--- config.mk ---
export PLATFORM = sky130hd
export DESIGN_NAME = host_queue_arbiter
export DESIGN_NICKNAME = d
export VERILOG_FILES = /design/src/rtl/host_queue_arbiter.sv
export SDC_FILE = /design/constraint.sdc
export NUM_CORES = 1
export LEC_CHECK = 0
export CORE_MARGIN = 2
export CORE_UTILIZATION = 63
export DETAILED_ROUTE_END_ITERATION = 10
export DONT_BUFFER_PORTS = 1
export PLACE_DENSITY = 0.79
export SLEW_MARGIN = 20
export SYNTH_ARGS = -nofsm -noshare
export SYNTH_HDL_FRONTEND = slang
export SYNTH_SLANG_ARGS = --single-unit
--- constraint.sdc ---
create_clock -name i_clk -period 3.6 [get_ports i_clk]
set_input_delay 0.36 -clock i_clk [delete_from_list [all_inputs] [get_ports i_clk]]
set_output_delay 0.36 -clock i_clk [all_outputs]
set_load 0.02 [all_outputs]
--- src/rtl/host_queue_arbiter.sv ---
// rtl/host_queue_arbiter.sv - N-channel descriptor FIFOs with round-robin/strict arbiter
// Optional HQA_DISCARD_CNT_EN adds ov_discard_cnt, one saturating 16-bit drop counter per channel.
module host_queue_arbiter #(
    parameter int NUM_CH     = 2,
    parameter int FIFO_DEPTH = 4,
    parameter int BUFID_W    = 9
) (
    input  logic                        i_clk,
    input  logic                        i_rst_n,
    input  logic [NUM_CH*48-1:0]        iv_tsntag,
    input  logic [NUM_CH*BUFID_W-1:0]   iv_bufid,
    input  logic [NUM_CH-1:0]           iv_inverse_map_lookup_flag,
    input  logic [NUM_CH-1:0]           i_descriptor_wr,
    output logic [NUM_CH-1:0]           o_descriptor_ack,
    input  logic                        i_arb_mode,
    output logic [49+BUFID_W-1:0]       ov_descriptor,
    output logic                        o_descriptor_wr,
    input  logic                        i_descriptor_ready,
    output logic [NUM_CH-1:0]           o_inqueue_discard_pulse,
    output logic [1:0]                  ov_hqa_state
`ifdef HQA_DISCARD_CNT_EN
    ,
    output logic [NUM_CH*16-1:0]        ov_discard_cnt
`endif
);

    localparam int DESC_W = 49 + BUFID_W;
    localparam int PTR_W  = $clog2(FIFO_DEPTH);
    localparam int CNT_W  = PTR_W + 1;
    localparam int CH_W   = (NUM_CH > 1) ? $clog2(NUM_CH) : 1;

    typedef enum logic [1:0] {IDLE = 2'd0, HOLD = 2'd1} state_t;

    state_t              state_q, state_d;
    logic [NUM_CH-1:0]   nonempty, full_vec, pop;
    logic [DESC_W-1:0]   head [NUM_CH];
    logic [CH_W-1:0]     grant, rr_q, rr_d;
    logic                grant_vld;
    logic [DESC_W-1:0]   desc_q, desc_d;
    logic                desc_wr_q, desc_wr_d;
    logic [NUM_CH-1:0]   ack_q, discard_q;

    for (genvar k = 0; k < NUM_CH; k++) begin : g_ch
        logic [DESC_W-1:0] mem_q [FIFO_DEPTH];
        logic [PTR_W-1:0]  wr_ptr_q, rd_ptr_q;
        logic [CNT_W-1:0]  cnt_q;
        logic              push;

        // Fullness is judged on the registered count, so a same-cycle pop never rescues a write.
        assign full_vec[k] = (cnt_q == CNT_W'(FIFO_DEPTH));
        assign push        = i_descriptor_wr[k] & ~full_vec[k];
        assign nonempty[k] = (cnt_q != '0);
        assign head[k]     = mem_q[rd_ptr_q];

        always_ff @(posedge i_clk) begin
            if (push)
                mem_q[wr_ptr_q] <= {iv_inverse_map_lookup_flag[k], iv_tsntag[k*48 +: 48],
                                    iv_bufid[k*BUFID_W +: BUFID_W]};
        end

        always_ff @(posedge i_clk or negedge i_rst_n) begin
            if (!i_rst_n) begin
                wr_ptr_q <= '0;
                rd_ptr_q <= '0;
                cnt_q    <= '0;
            end else begin
                if (push)   wr_ptr_q <= wr_ptr_q + 1'b1;
                if (pop[k]) rd_ptr_q <= rd_ptr_q + 1'b1;
                case ({push, pop[k]})
                    2'b10:   cnt_q <= cnt_q + 1'b1;
                    2'b01:   cnt_q <= cnt_q - 1'b1;
                    default: cnt_q <= cnt_q;
                endcase
            end
        end

`ifdef HQA_DISCARD_CNT_EN
        logic [15:0] dcnt_q;
        always_ff @(posedge i_clk or negedge i_rst_n) begin
            if (!i_rst_n)
                dcnt_q <= '0;
            else if (discard_q[k] && dcnt_q != 16'hFFFF)
                dcnt_q <= dcnt_q + 16'd1;
        end
        assign ov_discard_cnt[k*16 +: 16] = dcnt_q;
`endif
    end

    // Strict mode scans from channel 0; round-robin scans upward from rr_q with wrap.
    always_comb begin
        grant     = '0;
        grant_vld = 1'b0;
        for (int i = 0; i < NUM_CH; i++) begin
            int idx;
            idx = i_arb_mode ? i : int'(rr_q) + i;
            if (idx >= NUM_CH) idx = idx - NUM_CH;
            if (!grant_vld && nonempty[CH_W'(idx)]) begin
                grant_vld = 1'b1;
                grant     = CH_W'(idx);
            end
        end
    end

    always_ff @(posedge i_clk or negedge i_rst_n) begin
        if (!i_rst_n) state_q <= IDLE;
        else          state_q <= state_d;
    end

    always_comb begin
        state_d = state_q;
        case (state_q)
            IDLE:    if (i_descriptor_ready && grant_vld) state_d = HOLD;
            HOLD:    state_d = IDLE;
            default: state_d = IDLE;
        endcase
    end

    always_comb begin
        pop       = '0;
        desc_d    = desc_q;
        desc_wr_d = 1'b0;
        rr_d      = rr_q;
        if (state_q == IDLE && i_descriptor_ready && grant_vld) begin
            pop[grant] = 1'b1;
            desc_d     = head[grant];
            desc_wr_d  = 1'b1;
            if (!i_arb_mode)
                rr_d = (int'(grant) == NUM_CH - 1) ? '0 : grant + 1'b1;
        end
    end

    always_ff @(posedge i_clk or negedge i_rst_n) begin
        if (!i_rst_n) begin
            desc_q    <= '0;
            desc_wr_q <= 1'b0;
            rr_q      <= '0;
            ack_q     <= '0;
            discard_q <= '0;
        end else begin
            desc_q    <= desc_d;
            desc_wr_q <= desc_wr_d;
            rr_q      <= rr_d;
            ack_q     <= i_descriptor_wr;
            discard_q <= i_descriptor_wr & full_vec;
        end
    end

    assign ov_descriptor           = desc_q;
    assign o_descriptor_wr         = desc_wr_q;
    assign o_descriptor_ack        = ack_q;
    assign o_inqueue_discard_pulse = discard_q;
    assign ov_hqa_state            = state_q;

endmodule

==> impl_metrics.json <==
{
  "fillerInstances": 955,
  "die_area_um2": 19150,
  "viasPerCell": 5.978,
  "avgSynthCellArea_um2": 22.98,
  "r2r_setup_slack_ns": 1.18,
  "htreeDepth": 1,
  "clock_sinks": 307,
  "drt-initial-drc-count": 351,
  "utilization": 0.7388,
  "setup_viol": 0,
  "cp_cell_sequence": "nand2b_1, nor3b_1, ha_1, inv_1, fa_1, xor2_1, nor2_1, xor2_1",
  "insertion_delay_ns": 0.53,
  "io_pins": 187,
  "drt-total-wl_mm": 19.65,
  "drc": 0,
  "rsz0062_at_grt": "false",
  "firstDrtPassIters": 5,
  "area_growth_pct": 15.86,
  "synth-xor-area-share": 0.007699,
  "min_period_over_period": 0.6735,
  "synth_area_um2": 11380,
  "syn_inst": 495,
  "place_hpwl_mm": 10.17,
  "start_util": 0.6376,
  "core_area_um2": 17840,
  "synth_edf_count": 232,
  "row_count": 49,
  "cts_buffer_depth": 3,
  "nets": 701,
  "yosysMostFrequentCell": "edfxtp_1",
  "cp_common_cell": "xor2_1",
  "timing.rr.start": "ov_hqa_state[0]",
  "holdPathEnd": "rr_q",
  "place.gp.congestion": 0.7556,
  "multi_input_area_um2": 2380,
  "cp_slowest_cell": "dfrtp_1",
  "min_period_ns": 2.425,
  "cts_buffers": 29,
  "grt_max_degree": 76,
  "worst-r2r-cell-count": 8,
  "drive_above_1_share": 0.2917,
  "cp_top_family": "simple AND/OR/NAND/NOR gates",
  "yosys-top-cells-area": "edfxtp_1 (61%), dfrtp_1 (16%), mux4_2 (11%)",
  "fin_setup_tns_ns": 0,
  "die_x_um": 138.4,
  "synthSimpleGateAreaFrac": 0.01078,
  "startpoint_type": "register",
  "internal_power_mw": 7.955,
  "grt_pass1_vias": 5486,
  "grtUsageTotal": 0.2140,
  "post-cts-setup-buffers": 0,
  "power_frac_comb": 0.213,
  "slowest_delay_ns": 0.45,
  "finalHoldViolations": 0,
  "synth_cell_types": 27,
  "end_kind": "register",
  "wl_per_cell_um": 23.91,
  "yosysTopAreaCell": "edfxtp_1",
  "synth_flop_cell": "edfxtp_1",
  "max_slew_margin": 0.3801,
  "n_antenna_cell": 0,
  "p_seq_frac": 0.523,
  "status": "completed",
  "grt_pass1_wl_mm": 31.48,
  "synth_top_family_by_area": "multiplexers",
  "fmax_ghz": 0.4125,
  "hp-start": "i_arb_mode",
  "cp_max_fo": 6,
  "stdcell_area_um2": 13180,
  "ys_top_cells_by_count": "edfxtp_1 (232), dfrtp_1 (75), mux4_2 (58)",
  "crit_buf_inv": 1,
  "max_slew.worst_pin.slew_ns": 0.9299,
  "grt_overflow": 0,
  "seq_area_frac_synth": 0.7774,
  "ys_warn_count": 0,
  "crit_required_ns": 4.05,
  "clk_pin_slew_ns": 0.06,
  "die_y_um": 138.4,
  "regArea_um2": 8848,
  "path_class": "reg -> reg",
  "synth_top_area_share": 0.6124,
  "peakVddDrop_v": 0.0007176,
  "synth-seq-cells": 307,
  "vias": 4914,
  "synthMuxAreaShare": 0.1781,
  "holdBufCountCts": 62,
  "placed_cell_area_um2": 11600,
  "r2r-end": "g_ch[0].cnt_q[2]",
  "maxCapViolCount": 0,
  "cp.arrival_ns": 2.88,
  "async_flop_share": 0.2443,
  "cts_root_buf": "clkbuf_16",
  "power.net_switching_mw": 3.307,
  "drv_slew": 0,
  "skew_ns": 0.006729,
  "portBuffers": 0,
  "yosys.area_share.adder": 0.01012,
  "whs_path_depth": 2,
  "synth.net_count": 625,
  "p_sw_frac": 0.2936,
  "p_clk_frac": 0.264,
  "min_path_type": "in -> reg",
  "power_density_nw_per_um2": 854.5,
  "cts_resized": 0,
  "grt_antenna_before_repair": 0,
  "synth-compound-area-share": 0.0006599,
  "power.leakage_nw": 4.602,
  "detail-route-antenna-nets": 0,
  "cts_tree": "yes",
  "total_power_mw": 11.26
}
[cell families (layout without fill, tap and decap cells)]
kind of cell / Yosys count / count (layout)
AOI/OAI and AO/OA: 1 / 1
xor gates and xnor gates: 10 / 10
adders and majority gates: 8 / 8
buffers and inverters: 28 / 126
DFF: 307 / 307
muxes: 119 / 119
other: 1 / 1
and+or+nand+nor: 21 / 21
[power by group through the flow]
| stage | Clock [mW] | Sequential (mW) | Combinational (mW) |
|---|---|---|---|
| CTS | 3.02 | 5.92 | 2.45 |
| global route | 3.17 | 6.01 | 2.60 |
| global placement | 0 | 5.92 | 2.23 |
| finish | 2.97 | 5.89 | 2.40 |
| floorplan | 0 | 5.63 | 2.06 |
| detailed placement | 0 | 5.98 | 2.32 |
[area by class of cell]
| cell class | count | share of cell area |
|---|---|---|
| multi-input combinational | 160 | 0.1806 |
| timing repair buffer | 66 | 0.05259 |
| tap | 229 | 0.02174 |
| inverter | 7 | 0.001994 |
| clock buffer | 46 | 0.06522 |
| sequential | 307 | 0.6714 |
| clock inverter | 7 | 0.006550 |
[metal layers]
| layer | track usage | vias up | wire length (um) |
|---|---|---|---|
| met5 | 0 | - | 0 |
| met4 | 0.05048 | 0 | 300 |
| met3 | 0.05473 | 26 | 1477 |
| met2 | 0.3609 | 178 | 10210 |
| met1 | 0.2879 | 2576 | 7667 |
| li1 | - | 2134 | - |
[flip-flops by register name, summed over array words and instances, names as in the netlist, 2 cells and up]
name / count
g_ch.cnt_q: 6
g_ch.rd_ptr_q: 2
ov_descriptor: 58
o_inqueue_discard_pulse: 2
g_ch.mem_q: 232
o_descriptor_ack: 2
g_ch.wr_ptr_q: 2
[through the flow]
| stage | hold WS (ns) | std cells | setup WS [ns] |
|---|---|---|---|
| after global placement | 0.06616 | 707 | 1.319 |
| after CTS | 0.03826 | 822 | 1.157 |
| after detailed placement | 0.06605 | 707 | 1.194 |
| after floorplan | 0.06441 | 495 | 0.9176 |
| after global routing | 0.04264 | 822 | 1.062 |
| final | 0.05569 | 822 | 1.175 |
[cell usage in the layout, fill, tap and decap left out, drive strengths merged]
master       Yosys  final
mux2            60     60
dfrtp           75     75
clkinvlp         0      1
and2             4      4
nand2            2      2
fa               2      2
xnor2            5      5
nand2b           2      2
nor2             6      6
dlygate4sd3      0     61
inv              7      7
mux4            58     58
bufinv           0      2
edfxtp         232    232
mux2i            1      1
clkinv           0      4
conb             1      1
a21boi           1      1
ha               6      6
and3             2      2
clkbuf           5     46
xor2             5      5
buf             16      5
nor4b            1      1
nor3             3      3
nor3b            1      1
[worst max-delay path by stage]
stage	cells past startpoint	to	slack [ns]	start
after CTS	8	g_ch[0].cnt_q[2]	1.16	ov_hqa_state[0]
after global routing	8	g_ch[0].cnt_q[2]	1.06	ov_hqa_state[0]
after floorplan	3	g_ch[0].mem_q[0][0]	0.92	g_ch[0].cnt_q[0]
after detailed placement	3	g_ch[0].mem_q[2][18]	1.19	g_ch[0].cnt_q[0]
final	8	g_ch[0].cnt_q[2]	1.18	ov_hqa_state[0]
after global placement	8	g_ch[0].cnt_q[2]	1.32	ov_hqa_state[0]
[worst register-to-register path, cell delays in order, from the launching register on]
cell and delay [ns]:
dfrtp_1 0.45, nand2b_1 0.32, nor3b_1 0.39, ha_1 0.26, inv_1 0.08, fa_1 0.40, xor2_1 0.16, nor2_1 0.15
xor2_1 0.15
(Power assumes the default switching activity.)
